File: src/rtl/prot_limit_check_pipe_if.sv
// prot_limit_check_pipe_if: request and result handshake bundle for prot_limit_check_pipe.
// The master side issues requests and accepts results; the slave side is the checker.
interface prot_limit_check_pipe_if #(
    parameter int WIDTH = 32,
    parameter int SEG_W = 3
);
    logic             in_valid;
    logic             in_ready;
    logic [WIDTH-1:0] disp_imm;
    logic [WIDTH-1:0] calc_size;
    logic [3:0]       address_size;
    logic [SEG_W-1:0] seg_sel;
    logic             out_valid;
    logic             out_ready;
    logic [WIDTH-1:0] end_addr;
    logic             prot_exc;

    modport master (
        output in_valid, disp_imm, calc_size, address_size, seg_sel, out_ready,
        input  in_ready, out_valid, end_addr, prot_exc
    );

    modport slave (
        input  in_valid, disp_imm, calc_size, address_size, seg_sel, out_ready,
        output in_ready, out_valid, end_addr, prot_exc
    );
endinterface

File: src/rtl/prot_limit_check_pipe.sv
// prot_limit_check_pipe: 2-stage segment-limit check of the last byte address of an access.
// Define PROT_EXC_COUNT_EN to add a saturating 16-bit count of handed-off exceptions (exc_count).
module prot_limit_check_pipe #(
    parameter int WIDTH   = 32,
    parameter int NUM_SEG = 6,
    parameter int SEG_W   = 3
) (
    input  logic                   clk,
    input  logic                   clr,
    prot_limit_check_pipe_if.slave bus,
    input  logic                   lim_we,
    input  logic [SEG_W-1:0]       lim_idx,
    input  logic [WIDTH-1:0]       lim_data,
    input  logic                   sticky_clr,
    output logic                   exc_sticky
`ifdef PROT_EXC_COUNT_EN
    ,
    output logic [15:0]            exc_count
`endif
);
    // One slot per encodable index; slots at or above NUM_SEG are never written.
    localparam int NLIM = 2 ** SEG_W;

    logic [WIDTH-1:0] lim_q [NLIM];
    logic [WIDTH-1:0] lim_d [NLIM];
    logic             s1_valid_q, s1_valid_d;
    logic [WIDTH+1:0] sum_q, sum_d;
    logic [WIDTH-1:0] s1_lim_q, s1_lim_d;
    logic             s1_bad_q, s1_bad_d;
    logic             s2_valid_q, s2_valid_d;
    logic [WIDTH-1:0] end_addr_q, end_addr_d;
    logic             prot_exc_q, prot_exc_d;
    logic             exc_sticky_q, exc_sticky_d;
    logic             s1_adv, in_fire, exc_set;
    logic [2:0]       bytes_m1;

    assign bus.in_ready  = !s1_valid_q || s1_adv;
    assign bus.out_valid = s2_valid_q;
    assign bus.end_addr  = end_addr_q;
    assign bus.prot_exc  = prot_exc_q;
    assign exc_sticky    = exc_sticky_q;

    always_comb begin
        s1_adv       = s1_valid_q && (!s2_valid_q || bus.out_ready);
        in_fire      = bus.in_valid && bus.in_ready;
        exc_set      = s2_valid_q && bus.out_ready && prot_exc_q;
        bytes_m1     = bus.address_size[3] ? 3'd7 : bus.address_size[2] ? 3'd3 :
                       bus.address_size[1] ? 3'd1 : 3'd0;
        s1_valid_d   = in_fire || (s1_valid_q && !s1_adv);
        // Two extra bits keep the exact sum so a carry out of WIDTH flags a wrap.
        sum_d        = in_fire ? {2'b00, bus.disp_imm} + {2'b00, bus.calc_size} +
                       (WIDTH+2)'(bytes_m1) : sum_q;
        s1_lim_d     = in_fire ? lim_q[bus.seg_sel] : s1_lim_q;
        s1_bad_d     = in_fire ? (!$onehot(bus.address_size) ||
                       {1'b0, bus.seg_sel} >= (SEG_W+1)'(NUM_SEG)) : s1_bad_q;
        s2_valid_d   = s1_adv || (s2_valid_q && !bus.out_ready);
        end_addr_d   = s1_adv ? sum_q[WIDTH-1:0] : end_addr_q;
        prot_exc_d   = s1_adv ? (s1_bad_q || (|sum_q[WIDTH+1:WIDTH]) ||
                       sum_q[WIDTH-1:0] > s1_lim_q) : prot_exc_q;
        exc_sticky_d = exc_set || (exc_sticky_q && !sticky_clr);
        for (int i = 0; i < NLIM; i++)
            lim_d[i] = (lim_we && lim_idx == SEG_W'(i) && i < NUM_SEG) ? lim_data : lim_q[i];
    end

    always_ff @(posedge clk or negedge clr) begin
        if (!clr) begin
            s1_valid_q   <= 1'b0;
            sum_q        <= '0;
            s1_lim_q     <= '0;
            s1_bad_q     <= 1'b0;
            s2_valid_q   <= 1'b0;
            end_addr_q   <= '0;
            prot_exc_q   <= 1'b0;
            exc_sticky_q <= 1'b0;
            for (int i = 0; i < NLIM; i++) lim_q[i] <= '1;
        end else begin
            s1_valid_q   <= s1_valid_d;
            sum_q        <= sum_d;
            s1_lim_q     <= s1_lim_d;
            s1_bad_q     <= s1_bad_d;
            s2_valid_q   <= s2_valid_d;
            end_addr_q   <= end_addr_d;
            prot_exc_q   <= prot_exc_d;
            exc_sticky_q <= exc_sticky_d;
            lim_q        <= lim_d;
        end
    end

`ifdef PROT_EXC_COUNT_EN
    logic [15:0] exc_count_q, exc_count_d;

    assign exc_count = exc_count_q;

    always_comb begin
        exc_count_d = exc_set ? exc_count_q + {15'd0, exc_count_q != 16'hFFFF} :
                      sticky_clr ? 16'd0 : exc_count_q;
    end

    always_ff @(posedge clk or negedge clr) begin
        if (!clr) exc_count_q <= '0;
        else      exc_count_q <= exc_count_d;
    end
`endif
endmodule

File: src/flat_wrapper.sv
// flat-port wrapper written by rule: the top's interface ports become plain ports
module prot_limit_check_pipe_flat 
#(
    parameter int WIDTH   = 32,
    parameter int NUM_SEG = 6,
    parameter int SEG_W   = 3
)
  (clk, clr, lim_we, lim_idx, lim_data, sticky_clr, exc_sticky, bus_in_valid, bus_disp_imm, bus_calc_size, bus_address_size, bus_seg_sel, bus_out_ready, bus_in_ready, bus_out_valid, bus_end_addr, bus_prot_exc);
  prot_limit_check_pipe_if #(.WIDTH(WIDTH), .SEG_W(SEG_W)) bus_i ();
  input  logic clk;
  input  logic clr;
  input  logic lim_we;
  input  logic [SEG_W-1:0] lim_idx;
  input  logic [WIDTH-1:0] lim_data;
  input  logic sticky_clr;
  output logic exc_sticky;
  input wire logic [$bits(bus_i.in_valid)-1:0] bus_in_valid;
  input wire logic [$bits(bus_i.disp_imm)-1:0] bus_disp_imm;
  input wire logic [$bits(bus_i.calc_size)-1:0] bus_calc_size;
  input wire logic [$bits(bus_i.address_size)-1:0] bus_address_size;
  input wire logic [$bits(bus_i.seg_sel)-1:0] bus_seg_sel;
  input wire logic [$bits(bus_i.out_ready)-1:0] bus_out_ready;
  output wire logic [$bits(bus_i.in_ready)-1:0] bus_in_ready;
  output wire logic [$bits(bus_i.out_valid)-1:0] bus_out_valid;
  output wire logic [$bits(bus_i.end_addr)-1:0] bus_end_addr;
  output wire logic [$bits(bus_i.prot_exc)-1:0] bus_prot_exc;
  assign bus_i.in_valid = bus_in_valid;
  assign bus_i.disp_imm = bus_disp_imm;
  assign bus_i.calc_size = bus_calc_size;
  assign bus_i.address_size = bus_address_size;
  assign bus_i.seg_sel = bus_seg_sel;
  assign bus_i.out_ready = bus_out_ready;
  assign bus_in_ready = bus_i.in_ready;
  assign bus_out_valid = bus_i.out_valid;
  assign bus_end_addr = bus_i.end_addr;
  assign bus_prot_exc = bus_i.prot_exc;
  prot_limit_check_pipe #(.WIDTH(WIDTH), .NUM_SEG(NUM_SEG), .SEG_W(SEG_W)) u_core (.clk(clk), .clr(clr), .bus(bus_i), .lim_we(lim_we), .lim_idx(lim_idx), .lim_data(lim_data), .sticky_clr(sticky_clr), .exc_sticky(exc_sticky));
endmodule
File: config.mk
export PLATFORM = sky130hd
export DESIGN_NAME = prot_limit_check_pipe_flat
export DESIGN_NICKNAME = d
export VERILOG_FILES = /design/src/rtl/prot_limit_check_pipe_if.sv /design/src/rtl/prot_limit_check_pipe.sv /design/src/flat_wrapper.sv
export SDC_FILE = /design/constraint.sdc
export NUM_CORES = 1
export LEC_CHECK = 0
export CAP_MARGIN = 20
export CORE_MARGIN = 1.5
export CORE_UTILIZATION = 60
export CTS_BUF_LIST = sky130_fd_sc_hd__clkbuf_8
export CTS_CLUSTER_DIAMETER = 30
export DETAILED_ROUTE_END_ITERATION = 7
export GPL_TIMING_DRIVEN = 0
export PLACE_DENSITY = 0.86
export SETUP_SLACK_MARGIN = 0.1
export SLEW_MARGIN = 0
export SYNTH_ARGS = -nofsm -noshare
export SYNTH_HDL_FRONTEND = slang
export SYNTH_SLANG_ARGS = --single-unit
File: constraint.sdc
create_clock -name clk -period 5.7 [get_ports clk]
set_clock_uncertainty 0.2 [all_clocks]
set_input_delay 0.855 -clock clk [delete_from_list [all_inputs] [get_ports clk]]
set_output_delay 0.855 -clock clk [all_outputs]
set_load 0.02 [all_outputs]
After elaboration in Yosys (flattened, before gate mapping)

Cells that the tools add are included.

Flip-flop bits (word level): 295
Input bits: 112
Output and inout bits: 36
Logic and storage cells: 64

$add $sub $neg: 5
Order comparisons: 3
Eq/ne operators: 6
Muxes and demuxes: 6
Bitwise gates (word level): 1
Reductions and logical operators: 29

Operators with widths:

| kind                                                                  | count |
|---|---|
| 32-bit binary-select mux with 3-bit select                            | 1 |
| 32-bit two-way mux                                                    | 2 |
| 34-bit by 3-bit adder with 34-bit output                              | 1 |
| 32-bit by 32-bit adder with 33-bit output                             | 1 |
| 32-bit > comparator                                                   | 1 |
| 1-bit logical AND                                                     | 13 |
| 1-bit logical OR                                                      | 8 |
| 3-bit by 1-bit equality test with 1-bit output, second input constant | 2 |
| 3-bit by 2-bit equality test with 1-bit output, second input constant | 2 |
| 3-bit equality test, second input constant                            | 2 |
| 1-bit logical NOT                                                     | 6 |
| 3-bit two-way mux                                                     | 2 |
| 1-bit by 1-bit adder with 2-bit output                                | 2 |
| 4-bit >= comparator, second input constant                            | 1 |
| 3-bit NOT with 4-bit output                                           | 1 |
| 3-bit adder                                                           | 1 |
| 3-bit >= comparator, second input constant                            | 1 |
| 3-bit logical NOT                                                     | 1 |
| 2-bit OR reduction                                                    | 1 |
| 1-bit two-way mux                                                     | 1 |

Depth between registers and ports, before layout

Depth in word-level cells: 6
Depth in mapped cells: 15
Mapped depth without buffers: 13

Worst setup path after synthesis

OpenSTA, ideal clock, no wires.

Path kind: in2reg
Start point: in bus_calc_size[0]
End point: reg u_core.sum_q[27]
Setup time: 0.069 ns
Data arrival time: 3.744 ns
Data required time: 5.431 ns
Path slack: 1.687 ns
Cell stages on the path: 13
Buffers on the path: 1
Path through: ha_1 inv_1 fa_1 nor2b_1 o31a_1 o211ai_1 a221o_1 and4b_1 and3_1 clkbuf_1 nand4_1 or4_1 nand3_1

Word-level cells in the longest chain between the ends: 2

RTL lines:

| what                                      | line                        | RTL |
|---|---|---|
| from (decl)                               | flat_wrapper.sv:19          | `input wire logic [$bits(bus_i.calc_size)-1:0] bus_calc_size;` |
| 32-bit by 32-bit adder with 33-bit output | prot_limit_check_pipe.sv:51 | `sum_d = in_fire ? {2'b00, bus.disp_imm} + {2'b00, bus.calc_size} +` |
| 34-bit by 3-bit adder with 34-bit output  | prot_limit_check_pipe.sv:51 |  |
| to (signal assigned)                      | prot_limit_check_pipe.sv:78 | `sum_q <= sum_d;` |
| to (decl)                                 | prot_limit_check_pipe.sv:27 | `logic [WIDTH+1:0] sum_q, sum_d;` |

Every way passes these cells.
A chain may end at the register's enable or synchronous reset.

Final worst setup path

Start point: in bus_calc_size[9]
End point: reg u_core.sum_q[32]

The elaborated chain is that of the path after synthesis.

==> qor.yml <==
outcome: "complete, no violations"
path_buf_inv: 2
die_area_um2: 28200
grt_pass1_wl_um: 66500
io_pins: 148
slowest_delay_ns: 0.84
setup_viol: 0
ir_drop_mv: 0.197
finalPower_mw: 7.45
cts.sink_count: 295
yosysUniqueCellTypes: 78
cpMaxStageDelayCell: "a2111oi_0"
coreArea_um2: 26800
multiInputGateArea_um2: 8220
tightest_slew_ns: 0.998
p_per_area_nw_per_um2: 380
initial_core_util_pct: 61.0
nets: 1767
rsz0062_at_grt: "no"
drive_gt1_share_pct: 36.9
synth_area_per_cell_um2: 11.9
grt_max_degree: 129
hold_path.class: "register to register"
critPathTopFamily: "compound AO/OA/AOI/OAI gates"
syn_to_final_growth_pct: 19.9
register_area_um2: 7620
path_clk_slew_ns: 0.06
vias: 12200
cts-resized-gates: 0
ys_seq_area_share_pct: 46.7
grt_use_total_pct: 29.8
r2r_end: "u_core.sum_q[26]$_DFFE_PN0P_"
end_kind: "register"
r2r_slack_ns: 2.54
critical_path.endpoint: "u_core.sum_q[32]$_DFFE_PN0P_"
htreeDepth: 2
tritoncts: "yes"
hold_buffers: 0
crit_type: "input pin to register"
synth_compound_gate_area_share_pct: 11.2
cp.arrival_ns: 5.21
wl_um: 40900
fillCellCount: 1750
fin_crit_sh_pct: 86.9
synthFlopType: "dfstp_2"
synth-edff-count: 0
drt_first_iter_violations: 758
gp_congestion: 0.906
firstDrtPassIters: 5
clk_path_buf_depth: 3
ant_nets: 0
first_global_vias: 12700
crit_fanout: 10
yosys.area_share.simple_pct: 9.01
synth_area_um2: 16300
finalCriticalPeriod_ns: 4.96
cp-start-kind: "input pin"
finalHoldViolations: 0
path_cells: "clkdlybuf4s50_1, ha_1, buf_2, nand2_1, a2111oi_0, o21ai_1, a41o_1, a211oi_1, nand3_1, nor4_1, a31oi_1, o31ai_1"
worstSetupPathDepth: 12
yosys.area_share.adder_pct: 5.81
num_rows: 60
vias_per_cell: 6.20
synth_top_family_by_area: "multiplexers"
power.leakage_nw: 7.97
synthMuxAreaShare_pct: 22.2
synth_xor_area_share_pct: 2.09
critPathLaunch: "bus_calc_size[9]"
die_y_um: 168
portBuffers: 144
async_reset_ff_share_pct: 100
clk_latency_ns: 0.58
gr-total-overflow: 0
cts-root-buf: "clkbuf_8"
drc: 0
min_delay_path_depth: 2
hpwl_um: 29500
antenna_found_initial: 0
yosysWarningCount: 0
crit_required_ns: 5.96
ys_ff_latch: 295
synth_cells: 1378
worstRegToRegCells: 6
post-cts-setup-buffers: 0
slew_headroom_pct: 32.9
wl_per_cell_um: 20.8
slew_viol_final: 0
max_freq_mhz: 202
die_x_um: 168
hold_ws_ns: 0.296
n_antenna_cell: 0
syn_nets: 1564
r2r_start: "u_core.s1_valid_q$_DFF_PN0_"
numCtsBuffers: 55
maxCapViolations: 0
==> cell usage in the layout (no fill, tap or decap), types with 8 or more instances in the layout <==
cell / synthesis / final
mux2_2: 256 / 256
dfstp_2: 192 / 192
clkdlybuf4s50_1: 0 / 143
dfrtp_1: 103 / 103
nand2_1: 82 / 82
o21ai_0: 74 / 74
ha_1: 71 / 71
clkbuf_8: 0 / 69
inv_1: 47 / 58
clkbuf_1: 51 / 51
nor2_1: 47 / 47
a21oi_1: 40 / 40
o221ai_1: 32 / 32
mux4_2: 32 / 32
nand3_1: 29 / 29
a21o_1: 27 / 27
xnor2_1: 26 / 26
nand4_1: 24 / 24
nor3_1: 21 / 21
a211oi_1: 14 / 14
and2_1: 14 / 14
xor2_1: 13 / 13
and3_1: 13 / 13
buf_1: 12 / 12
a31oi_1: 10 / 10
or3_1: 8 / 8
buf_2: 8 / 8
o21a_1: 8 / 8
o21ai_1: 8 / 8
and4_1: 8 / 8
==> layout make-up <==
class,count,share of cell area (%)
buffer,76,1.63
clock buffer,69,4.85
clock inverter,35,1.94
inverter,47,0.900
multi-input combinational,960,41.9
sequential,295,38.9
tap,341,2.18
timing repair buffer,146,7.66
==> worst reg2reg max path, stage by stage (launching register included) <==
cell and delay [ns]:
dfrtp_1 0.41, nand3b_1 0.16, and2_1 0.15, clkbuf_1 0.71
clkbuf_1 0.71, clkbuf_1 0.50, a31oi_1 0.17
==> routing by layer <==
layer | track usage (%) | up-vias | wire length, um
met4 | 13.0 | 0 | 1320
met5 | 0 | - | 0
li1 | - | 5561 | -
met3 | 4.40 | 90 | 2090
met1 | 38.9 | 6194 | 17200
met2 | 49.9 | 370 | 20300
==> worst min path at each step <==
stage / start / to / slack, ns
global route: u_core.bus.end_addr[29]$_DFFE_PN0P_ / u_core.bus.end_addr[29]$_DFFE_PN0P_ / 0.32
global placement: u_core.sum_q[32]$_DFFE_PN0P_ / u_core.sum_q[32]$_DFFE_PN0P_ / 0.27
detailed placement: u_core.sum_q[33]$_DFFE_PN0P_ / u_core.sum_q[33]$_DFFE_PN0P_ / 0.29
finish: u_core.sum_q[33]$_DFFE_PN0P_ / u_core.sum_q[33]$_DFFE_PN0P_ / 0.30
CTS: u_core.sum_q[33]$_DFFE_PN0P_ / u_core.sum_q[33]$_DFFE_PN0P_ / 0.30
floorplan: u_core.sum_q[32]$_DFFE_PN0P_ / u_core.sum_q[32]$_DFFE_PN0P_ / 0.24
==> cells by family (layout without fill, tap and decap cells) <==
logic type / Yosys count / in the layout
muxes: 290 / 290
xor gates and xnor gates: 39 / 39
and+or+nand+nor: 285 / 285
AOI/OAI and AO/OA: 272 / 272
DFF: 295 / 295
adders and majority gates: 74 / 74
buffers and inverters: 123 / 373
==> flip-flops by register name (all words and copies together), names as in the netlist, 32 cells and up <==
name	flops
u_core.s1_lim_q	32
u_core.sum_q	34
u_core.lim_q	192
u_core.bus.end_addr	32
==> synth_stat cells (14+ instances only) <==
master	number	area, um2
nand3_1	29	145
nor3_1	21	105
nor2_1	47	176
ha_1	71	888
mux4_2	32	721
a21o_1	27	203
nand2_1	82	308
dfrtp_1	103	2580
a211oi_1	14	105
clkbuf_1	51	191
nand4_1	24	150
and2_1	14	87.6
xnor2_1	26	228
o221ai_1	32	280
inv_1	47	176
mux2_2	256	2880
o21ai_0	74	370
a21oi_1	40	200
dfstp_2	192	5040
==> metrics by stage <==
| step | setup slack [ns] | cells | area, um2 | util, % | TNS (ns) |
|---|---|---|---|---|---|
| 4_1_cts | 0.840 | 1969 | 19600 | 73.1 | 0 |
| 3_5_place_dp | 0.254 | 1865 | 18300 | 68.1 | 0 |
| 6_report | 0.744 | 1969 | 19600 | 73.1 | 0 |
| 2_1_floorplan | 1.69 | 1378 | 16300 | - | 0 |
| 3_3_place_gp | -8.10 | 1863 | 18200 | 67.9 | -1694.54 |
| 5_1_grt | 0.407 | 1969 | 19600 | 73.1 | 0 |
==> report_power, final <==
group          switching (mW)  internal [mW]
clock network           0.939           1.43
registers               0.311           2.81
logic                   0.965          0.997
Power figures use the tool's default switching activity.
